## src/rtl/mem_arb_pkg.sv

```systemverilog
// Shared types for the I/D memory port arbiter: FSM state, owner encoding and
// the starvation counter width/saturating increment.
package mem_arb_pkg;

  typedef enum logic [1:0] {
    IDLE = 2'd0,
    REQ  = 2'd1,
    RESP = 2'd2,
    ACK  = 2'd3
  } state_e;

  typedef enum logic {
    OWN_I = 1'b0,
    OWN_D = 1'b1
  } owner_e;

  localparam int unsigned STARVE_W = 4;

  function automatic logic [STARVE_W-1:0] sat_inc(input logic [STARVE_W-1:0] cnt,
                                                  input logic [STARVE_W-1:0] lim);
    return (cnt >= lim) ? lim : cnt + STARVE_W'(1);
  endfunction

endpackage

```

## src/rtl/mem_port_arb_if.sv

```systemverilog
// Requester and memory-side signals of mem_port_arb.
// slave = the arbiter; master = fetch/access stages plus the memory.
interface mem_port_arb_if #(
  parameter int unsigned AW = 32,
  parameter int unsigned DW = 32
);
  localparam int unsigned SW = DW / 8;

  logic          if_req;
  logic [AW-1:0] if_addr;
  logic          if_kill;
  logic          if_ack;
  logic [DW-1:0] if_rdata;
  logic          if_stall;
  logic          if_err;

  logic          d_req;
  logic          d_we;
  logic [AW-1:0] d_addr;
  logic [DW-1:0] d_wdata;
  logic [SW-1:0] d_wstrb;
  logic          d_ack;
  logic [DW-1:0] d_rdata;
  logic          d_stall;
  logic          d_err;

  logic          mem_req;
  logic          mem_we;
  logic [AW-1:0] mem_addr;
  logic [DW-1:0] mem_wdata;
  logic [SW-1:0] mem_wstrb;
  logic          mem_gnt;
  logic          mem_rvalid;
  logic [DW-1:0] mem_rdata;

  modport slave (
    input  if_req, if_addr, if_kill,
    input  d_req, d_we, d_addr, d_wdata, d_wstrb,
    input  mem_gnt, mem_rvalid, mem_rdata,
    output if_ack, if_rdata, if_stall, if_err,
    output d_ack, d_rdata, d_stall, d_err,
    output mem_req, mem_we, mem_addr, mem_wdata, mem_wstrb
  );

  modport master (
    output if_req, if_addr, if_kill,
    output d_req, d_we, d_addr, d_wdata, d_wstrb,
    output mem_gnt, mem_rvalid, mem_rdata,
    input  if_ack, if_rdata, if_stall, if_err,
    input  d_ack, d_rdata, d_stall, d_err,
    input  mem_req, mem_we, mem_addr, mem_wdata, mem_wstrb
  );

endinterface

```

## src/rtl/mem_port_arb.sv

```systemverilog
// Arbitrates one memory port between instruction fetch (I) and data access (D).
// Define MEM_ARB_TIMEOUT_EN to abort transactions stuck in REQ/RESP for TIMEOUT_CYC cycles.
module mem_port_arb
  import mem_arb_pkg::*;
#(
  parameter int unsigned AW          = 32,
  parameter int unsigned DW          = 32,
  parameter int unsigned STARVE_MAX  = 4,
  parameter int unsigned TIMEOUT_CYC = 256
) (
  input  logic          clk,
  input  logic          rst,
  mem_port_arb_if.slave bus
);

  localparam int unsigned        SW         = DW / 8;
  localparam logic [STARVE_W-1:0] STARVE_LIM = STARVE_W'(STARVE_MAX);

  if (STARVE_MAX < 1 || STARVE_MAX > 15 || TIMEOUT_CYC < 2) begin : g_bad_cfg
    $error("mem_port_arb: STARVE_MAX must be 1..15 and TIMEOUT_CYC at least 2");
  end

  state_e              state_q;
  owner_e              owner_q;
  logic                we_q;
  logic [AW-1:0]       addr_q;
  logic [DW-1:0]       wdata_q;
  logic [SW-1:0]       wstrb_q;
  logic                mem_req_q;
  logic                if_ack_q;
  logic                d_ack_q;
  logic [DW-1:0]       if_rdata_q;
  logic [DW-1:0]       d_rdata_q;
  logic [STARVE_W-1:0] starve_q;
  logic                discard_q;

  logic i_elig;
  logic grant_i;
  logic grant_d;
  logic kill_own;
  logic keep_i;
  logic to_abort;

  // D is older and wins unless absent or I has waited STARVE_MAX grants.
  assign i_elig   = bus.if_req & ~bus.if_kill;
  assign grant_i  = i_elig & (~bus.d_req | (starve_q == STARVE_LIM));
  assign grant_d  = bus.d_req & ~grant_i;
  assign kill_own = bus.if_kill & (owner_q == OWN_I) & (state_q != IDLE);
  // A killed fetch still finishes the memory handshake but never reports back.
  assign keep_i   = ~discard_q & ~kill_own;

`ifdef MEM_ARB_TIMEOUT_EN
  localparam int unsigned TO_W = $clog2(TIMEOUT_CYC);

  logic [TO_W-1:0] to_cnt_q;
  logic            if_err_q;
  logic            d_err_q;

  assign to_abort = (to_cnt_q == TO_W'(TIMEOUT_CYC - 1)) &
                    ((state_q == REQ) | ((state_q == RESP) & ~bus.mem_rvalid));
`else
  assign to_abort = 1'b0;
`endif

  always_ff @(posedge clk) begin
    if (!rst) begin
      state_q    <= IDLE;
      owner_q    <= OWN_I;
      we_q       <= 1'b0;
      addr_q     <= '0;
      wdata_q    <= '0;
      wstrb_q    <= '0;
      mem_req_q  <= 1'b0;
      if_ack_q   <= 1'b0;
      d_ack_q    <= 1'b0;
      if_rdata_q <= '0;
      d_rdata_q  <= '0;
      starve_q   <= '0;
      discard_q  <= 1'b0;
`ifdef MEM_ARB_TIMEOUT_EN
      to_cnt_q   <= '0;
      if_err_q   <= 1'b0;
      d_err_q    <= 1'b0;
`endif
    end else begin
      if_ack_q <= 1'b0;
      d_ack_q  <= 1'b0;

      if (!bus.if_req) begin
        starve_q <= '0;
      end else if (state_q == IDLE && grant_i) begin
        starve_q <= '0;
      end else if (state_q == IDLE && grant_d && !bus.if_kill) begin
        starve_q <= sat_inc(starve_q, STARVE_LIM);
      end

      if (kill_own) begin
        discard_q <= 1'b1;
      end

      case (state_q)
        IDLE: begin
          if (grant_i || grant_d) begin
            owner_q   <= grant_i ? OWN_I : OWN_D;
            addr_q    <= grant_i ? bus.if_addr : bus.d_addr;
            we_q      <= grant_d & bus.d_we;
            wdata_q   <= grant_i ? '0 : bus.d_wdata;
            wstrb_q   <= grant_i ? '0 : bus.d_wstrb;
            mem_req_q <= 1'b1;
            state_q   <= REQ;
          end
        end
        REQ: begin
          if (to_abort) begin
            mem_req_q <= 1'b0;
            state_q   <= ACK;
          end else if (bus.mem_gnt) begin
            mem_req_q <= 1'b0;
            state_q   <= RESP;
          end
        end
        RESP: begin
          if (bus.mem_rvalid || to_abort) begin
            state_q <= ACK;
          end
        end
        ACK: begin
          discard_q <= 1'b0;
          state_q   <= IDLE;
        end
        default: state_q <= IDLE;
      endcase

      // Completion (normal or aborted) on the transition into ACK.
      if (to_abort || (state_q == RESP && bus.mem_rvalid)) begin
        if (owner_q == OWN_D) begin
          d_ack_q   <= 1'b1;
          d_rdata_q <= (we_q || to_abort) ? '0 : bus.mem_rdata;
        end else if (keep_i) begin
          if_ack_q   <= 1'b1;
          if_rdata_q <= to_abort ? '0 : bus.mem_rdata;
        end
      end

`ifdef MEM_ARB_TIMEOUT_EN
      if (state_q == REQ || state_q == RESP) begin
        to_cnt_q <= to_cnt_q + TO_W'(1);
      end else begin
        to_cnt_q <= '0;
      end
      if_err_q <= to_abort & (owner_q == OWN_I) & keep_i;
      d_err_q  <= to_abort & (owner_q == OWN_D);
`endif
    end
  end

  assign bus.mem_req   = mem_req_q;
  assign bus.mem_we    = we_q;
  assign bus.mem_addr  = addr_q;
  assign bus.mem_wdata = wdata_q;
  assign bus.mem_wstrb = wstrb_q;

  assign bus.if_ack   = if_ack_q;
  assign bus.if_rdata = if_rdata_q;
  assign bus.d_ack    = d_ack_q;
  assign bus.d_rdata  = d_rdata_q;
  assign bus.if_stall = bus.if_req & ~if_ack_q & ~bus.if_kill;
  assign bus.d_stall  = bus.d_req & ~d_ack_q;

`ifdef MEM_ARB_TIMEOUT_EN
  assign bus.if_err = if_err_q;
  assign bus.d_err  = d_err_q;
`else
  assign bus.if_err = 1'b0;
  assign bus.d_err  = 1'b0;
`endif

endmodule

```

## src/flat_wrapper.sv

```systemverilog
// flat-port wrapper written by rule: the top's interface ports become plain ports
module mem_port_arb_flat import mem_arb_pkg::*;
#(
  parameter int unsigned AW          = 32,
  parameter int unsigned DW          = 32,
  parameter int unsigned STARVE_MAX  = 4,
  parameter int unsigned TIMEOUT_CYC = 256
)
  (clk, rst, bus_if_req, bus_if_addr, bus_if_kill, bus_d_req, bus_d_we, bus_d_addr, bus_d_wdata, bus_d_wstrb, bus_mem_gnt, bus_mem_rvalid, bus_mem_rdata, bus_if_ack, bus_if_rdata, bus_if_stall, bus_if_err, bus_d_ack, bus_d_rdata, bus_d_stall, bus_d_err, bus_mem_req, bus_mem_we, bus_mem_addr, bus_mem_wdata, bus_mem_wstrb);
  mem_port_arb_if #(.AW(AW), .DW(DW)) bus_i ();
  input  logic clk;
  input  logic rst;
  input wire logic [$bits(bus_i.if_req)-1:0] bus_if_req;
  input wire logic [$bits(bus_i.if_addr)-1:0] bus_if_addr;
  input wire logic [$bits(bus_i.if_kill)-1:0] bus_if_kill;
  input wire logic [$bits(bus_i.d_req)-1:0] bus_d_req;
  input wire logic [$bits(bus_i.d_we)-1:0] bus_d_we;
  input wire logic [$bits(bus_i.d_addr)-1:0] bus_d_addr;
  input wire logic [$bits(bus_i.d_wdata)-1:0] bus_d_wdata;
  input wire logic [$bits(bus_i.d_wstrb)-1:0] bus_d_wstrb;
  input wire logic [$bits(bus_i.mem_gnt)-1:0] bus_mem_gnt;
  input wire logic [$bits(bus_i.mem_rvalid)-1:0] bus_mem_rvalid;
  input wire logic [$bits(bus_i.mem_rdata)-1:0] bus_mem_rdata;
  output wire logic [$bits(bus_i.if_ack)-1:0] bus_if_ack;
  output wire logic [$bits(bus_i.if_rdata)-1:0] bus_if_rdata;
  output wire logic [$bits(bus_i.if_stall)-1:0] bus_if_stall;
  output wire logic [$bits(bus_i.if_err)-1:0] bus_if_err;
  output wire logic [$bits(bus_i.d_ack)-1:0] bus_d_ack;
  output wire logic [$bits(bus_i.d_rdata)-1:0] bus_d_rdata;
  output wire logic [$bits(bus_i.d_stall)-1:0] bus_d_stall;
  output wire logic [$bits(bus_i.d_err)-1:0] bus_d_err;
  output wire logic [$bits(bus_i.mem_req)-1:0] bus_mem_req;
  output wire logic [$bits(bus_i.mem_we)-1:0] bus_mem_we;
  output wire logic [$bits(bus_i.mem_addr)-1:0] bus_mem_addr;
  output wire logic [$bits(bus_i.mem_wdata)-1:0] bus_mem_wdata;
  output wire logic [$bits(bus_i.mem_wstrb)-1:0] bus_mem_wstrb;
  assign bus_i.if_req = bus_if_req;
  assign bus_i.if_addr = bus_if_addr;
  assign bus_i.if_kill = bus_if_kill;
  assign bus_i.d_req = bus_d_req;
  assign bus_i.d_we = bus_d_we;
  assign bus_i.d_addr = bus_d_addr;
  assign bus_i.d_wdata = bus_d_wdata;
  assign bus_i.d_wstrb = bus_d_wstrb;
  assign bus_i.mem_gnt = bus_mem_gnt;
  assign bus_i.mem_rvalid = bus_mem_rvalid;
  assign bus_i.mem_rdata = bus_mem_rdata;
  assign bus_if_ack = bus_i.if_ack;
  assign bus_if_rdata = bus_i.if_rdata;
  assign bus_if_stall = bus_i.if_stall;
  assign bus_if_err = bus_i.if_err;
  assign bus_d_ack = bus_i.d_ack;
  assign bus_d_rdata = bus_i.d_rdata;
  assign bus_d_stall = bus_i.d_stall;
  assign bus_d_err = bus_i.d_err;
  assign bus_mem_req = bus_i.mem_req;
  assign bus_mem_we = bus_i.mem_we;
  assign bus_mem_addr = bus_i.mem_addr;
  assign bus_mem_wdata = bus_i.mem_wdata;
  assign bus_mem_wstrb = bus_i.mem_wstrb;
  mem_port_arb #(.AW(AW), .DW(DW), .STARVE_MAX(STARVE_MAX), .TIMEOUT_CYC(TIMEOUT_CYC)) u_core (.clk(clk), .rst(rst), .bus(bus_i));
endmodule
```

## config.mk

```make
export PLATFORM = sky130hd
export DESIGN_NAME = mem_port_arb_flat
export DESIGN_NICKNAME = d
export VERILOG_FILES = /design/src/rtl/mem_arb_pkg.sv /design/src/rtl/mem_port_arb_if.sv /design/src/rtl/mem_port_arb.sv /design/src/flat_wrapper.sv
export SDC_FILE = /design/constraint.sdc
export NUM_CORES = 1
export LEC_CHECK = 0
export ABC_AREA = 1
export BUFFER_PORTS_ARGS = -buffer_cell sky130_fd_sc_hd__buf_2
export CORE_MARGIN = 1
export CORE_UTILIZATION = 44
export CTS_BUF_LIST = sky130_fd_sc_hd__clkbuf_8
export DETAILED_ROUTE_END_ITERATION = 8
export HOLD_SLACK_MARGIN = 0.05
export MAX_ROUTING_LAYER = met4
export PLACE_DENSITY = 0.75
export SLEW_MARGIN = 30
export SYNTH_ARGS = -nofsm -noshare
export SYNTH_HDL_FRONTEND = slang
export SYNTH_SLANG_ARGS = --single-unit
export TNS_END_PERCENT = 20
```

## constraint.sdc

```tcl
create_clock -name clk -period 1.4 [get_ports clk]
set_input_delay 0.28 -clock clk [delete_from_list [all_inputs] [get_ports clk]]
set_output_delay 0.28 -clock clk [all_outputs]
set_load 0.02 [all_outputs]
```

### Word-level counts from Yosys, hierarchy flattened

Cells that the tools add are included.

* flip-flop bits (word level): 144
* input bits: 140
* output and inout port bits: 140
* word-level logic and storage cells: 77

* add/subtract/negate cells: 1
* $lt $le $gt $ge: 1
* equality and inequality tests: 7
* muxes and demuxes: 15
* bitwise operators: 22
* reductions and logical operators: 18

Operators with widths (count)
* 2-to-1 mux 32 bit: 3
* inverter 1 bit: 11
* AND 1 bit: 10
* AND reduction 3 bit: 3
* 2-to-1 mux 4 bit: 2
* one-hot mux 2 bit (4 select lines): 1
* 2-to-1 mux 2 bit: 3
* != test 2 bit, second input constant: 3
* AND reduction 2 bit: 3
* OR reduction 3 bit: 2
* 2-to-1 mux 1 bit: 5
* adder 4 x 1 -> 4 bit, second input constant: 1
* equality test 2 bit, second input constant: 2
* equality test 4 x 3 -> 1 bit, second input constant: 1
* greater-or-equal comparator 4 x 3 -> 1 bit, second input constant: 1
* logical AND 1 bit: 4
* nonzero test 2 bit: 2
* equality test 2 x 1 -> 1 bit, second input constant: 1
* zero test 2 bit: 1
* one-hot mux 1 bit (2 select lines): 1
* OR reduction 2 bit: 1
* zero test 1 bit: 1
* logical OR 1 bit: 1
* OR 1 bit: 1

### Longest topological paths before layout

* depth after elaboration: 8
* mapped depth: 11
* depth with buffers taken out: 10

### Worst setup path before layout

No wires, ideal clock.

* kind: register to register
* start: register u_core.state_q[0]
* end: register u_core.wdata_q[10] (netlist: u_core.bus.mem_wdata[10])
* setup time: 0.132 ns
* data arrival time: 1.334 ns
* data required time: 1.268 ns
* slack: -0.066 ns
* cell stages (with the launch flop): 10
* path buffers: 2
* clock period less this slack: 1.466 ns
* path through: dfxtp_1 -> inv_1 -> ha_1 -> inv_2 -> a21oi_2 -> inv_1 -> buf_2 -> buf_2 -> nand2_1 -> a21oi_1

* word-level cells in the longest chain between the ends: 2

Ends and longest elaborated chain
* start: declaration: RTL line mem_port_arb.sv:23 `state_e state_q;`
* start signal: assignment: RTL line mem_port_arb.sv:67 `state_q <= IDLE;`
* start signal: assignment: RTL line mem_port_arb.sv:110 `state_q <= REQ;`
* start signal: assignment: RTL line mem_port_arb.sv:116 `state_q <= ACK;`
* zero test 2 bit: RTL line mem_port_arb.sv:101 `case (state_q)`
* AND reduction 2 bit (no source line)
* end signal: assignment: RTL line mem_port_arb.sv:107 `wdata_q <= grant_i ? '0 : bus.d_wdata;`
* end: declaration: RTL line mem_port_arb.sv:27 `logic [DW-1:0] wdata_q;`

Every way passes these cells.
A chain may end at the register's enable or synchronous reset.

### Worst setup path in the final report

* start: register u_core.state_q[1]
* end: register u_core.wdata_q[24] (netlist: u_core.bus.mem_wdata[24])

Same word-level chain as after synthesis.

==> flow_summary.json <==
{
  "status": "complete, but fails checks",
  "violations": "negative setup slack",
  "cp_max_fo": 19,
  "clock-sinks": 144,
  "yosysTopAreaCellShare": 0.457,
  "via_per_inst": 4.85,
  "multi_input_area_sq_um": 2690,
  "setup_viol": 33,
  "cts_max_level": 4,
  "clockPowerShare": 0.227,
  "seq_area_frac_synth": 0.457,
  "startpoint": "u_core.state_q[1]$_SDFFE_PN0P_",
  "wl_met2_microns": 8970,
  "grt_overflow": 0,
  "clock_latency_ps": 440,
  "antenna_left": 0,
  "ctsHoldBuffers": 0,
  "critPathCaptureType": "register",
  "p_sw_frac": 0.381,
  "p_leak_nw": 4.75,
  "r2r_end": "u_core.bus.mem_wdata[24]$_SDFFE_PN0P_",
  "nFillCells": 1267,
  "tritoncts": "yes",
  "syn_to_final_growth_pct": 39.6,
  "antenna_cells": 0,
  "grt_pass1_vias": 6004,
  "syn_area_sq_um": 6310,
  "avgRoutedWirePerCell_microns": 13.4,
  "place_congestion": 0.821,
  "antenna_found_initial": 0,
  "synth_area_leaders": "dfxtp_1 46%, nand3_1 14%, nand2_1 11%",
  "p_seq_frac": 0.350,
  "dp.cells": 1344,
  "timing.final.crit_share": 1.03,
  "final_common_cell": "buf_2",
  "num_rows": 43,
  "die_h_microns": 122,
  "finalClockSkew_ps": 8.67,
  "portBuffers": 277,
  "critPathLaunchType": "register",
  "place_ws_ps": -115,
  "core_sq_um": 13900,
  "pin_count": 280,
  "start_util": 0.453,
  "period_minus_slack_ps": 1450,
  "hold_class": "primary input to register",
  "ff2ff_path_depth": 9,
  "met3WireLength_microns": 1260,
  "mostFrequentLayoutCells": "277 x buf_2, 181 x nand2_1, 169 x nand3_1",
  "maxCapViolCount": 0,
  "grt_max_degree": 65,
  "avgSynthCellArea_sq_um": 6.90,
  "comb_power_share": 0.423,
  "final_cells": 1383,
  "worstSetupEndpoint": "u_core.bus.mem_wdata[24]$_SDFFE_PN0P_",
  "maxSlewViolCount": 0,
  "met1Wirelength_microns": 7850,
  "wl_microns": 18500,
  "fp.dieW_microns": 122,
  "synth_cell_types": 21,
  "clockBufferDepth": 2,
  "netlist_instances": 914,
  "drtIter0Drc": 351,
  "fin_nets": 1338,
  "required_ps": 1770,
  "yosys_warnings": 0,
  "yosys_register_bits": 144,
  "cts_made_buffers": 17,
  "grt_pass1_wl_microns": 28600,
  "dr.pass1.iters": 5,
  "reg2reg_slack_ps": -50,
  "layout_setup_ws_ps": -49.0,
  "hold_violations": 0,
  "ir_worst_vdd_mv": 0.748,
  "drc": 0,
  "seq_area_sq_um": 2890,
  "design.die.area_sq_um": 14800,
  "vias": 6710,
  "track_usage": 0.252,
  "topRoutingLayerUsed": "met4",
  "drive_above_1_share": 0.325,
  "r2r_start": "u_core.state_q[1]$_SDFFE_PN0P_",
  "root_buffer": "clkbuf_8",
  "powerDensity_nw_per_um2": 1690,
  "place_hpwl_microns": 12100,
  "fmax_mhz": 690,
  "p_int_mw": 9.21,
  "post-route-util": 0.632,
  "worst_ep_arrival_time_ps": 1820,
  "clk_pin_slew_ps": 80,
  "synth_top_area_cell": "dfxtp_1",
  "rsz0062_at_grt": "true",
  "hold_slack_ps": 91.5,
  "power.switching_mw": 5.67,
  "critical_path_class": "register to register"
}
[cells in the mapped netlist, drive strengths merged]
master,count
a21oi,43
buf,38
clkbuf,26
conb,1
dfxtp,144
ha,7
inv,147
nand2,189
nand3,174
nand4,1
nor2,107
nor3,3
o31ai,32
or2,2
[routing by layer]
layer | up-vias | GRT usage
li1 | 3405 | -
met2 | 251 | 0.414
met3 | 31 | 0.0585
met4 | 0 | 0.109
met5 | - | -
met1 | 3023 | 0.294
[final cells by class]
| class | instances | area share |
|---|---|---|
| sequential | 144 | 0.328 |
| multi-input combinational | 560 | 0.306 |
| timing repair buffer | 321 | 0.231 |
| inverter | 147 | 0.0638 |
| clock buffer | 19 | 0.0297 |
| tap | 180 | 0.0256 |
| clock inverter | 12 | 0.0162 |
[worst min path at each step]
stage	start	end	slack, ps	depth (start not counted)
finish	bus_d_wdata[31]	u_core.bus.mem_wdata[31]$_SDFFE_PN0P_	90	3
global route	bus_d_wdata[6]	u_core.bus.mem_wdata[6]$_SDFFE_PN0P_	60	3
CTS	bus_d_wdata[31]	u_core.bus.mem_wdata[31]$_SDFFE_PN0P_	60	3
detailed placement	u_core.starve_q[3]$_SDFFE_PP0P_	u_core.starve_q[3]$_SDFFE_PP0P_	440	2
global placement	u_core.starve_q[3]$_SDFFE_PP0P_	u_core.starve_q[3]$_SDFFE_PP0P_	440	2
floorplan	u_core.starve_q[3]$_SDFFE_PP0P_	u_core.starve_q[3]$_SDFFE_PP0P_	430	2
[flip-flops by register name, indices dropped and copies added, names as in the netlist]
register / flops
u_core.bus.mem_wstrb: 4
u_core.bus.mem_wdata: 32
u_core.bus.mem_we: 1
u_core.bus.if_ack: 1
u_core.bus.if_rdata: 32
u_core.state_q: 2
u_core.bus.mem_req: 1
u_core.discard_q: 1
u_core.bus.d_rdata: 32
u_core.bus.d_ack: 1
u_core.starve_q: 4
u_core.bus.mem_addr: 32
u_core.owner_q: 1
[cells by family after synthesis]
family | share of synthesized area
simple gates | 0.321
buf+inv | 0.135
flops | 0.457
compound gates | 0.0728
fa+ha+maj | 0.0139
other cells | 0.000594
[metrics by stage]
step                      cell area, sq um  total power, mW  TNS (ps)
after floorplan                       6330             8.84         0
after global placement                8030             10.5     -1650
after detailed placement              8030             10.6     -5750
after CTS                             8670             14.6     -39.5
after global routing                  8810             15.8     -6570
final                                 8810             14.9      -750
[power by group through the flow]
| stage | Combinational (mW) | Sequential, mW | Clock, mW |
|---|---|---|---|
| 6_report | 6.29 | 5.21 | 3.38 |
| 3_3_place_gp | 5.30 | 5.24 | 0 |
| 3_5_place_dp | 5.37 | 5.26 | 0 |
| 2_1_floorplan | 2.73 | 6.11 | 0 |
| 4_1_cts | 5.98 | 5.19 | 3.44 |
| 5_1_grt | 6.89 | 5.29 | 3.66 |
[worst max-delay path, stage by stage (launching register included)]
cell and delay (ps):
dfxtp_4 380, inv_4 40, ha_4 160, inv_4 70, a21oi_4 40, buf_12 160, inv_4 110, clkbuf_16 190
nand2_1 60, a21oi_1 170
[what timing repair did]
item,4_1_cts,5_1_grt
gates resized for setup,35,23
buffers inserted,3,0
gates cloned,3,2
setup endpoints to repair,107,109
pin swaps,2,3
Note: power is estimated with default switching activity, not from simulation.
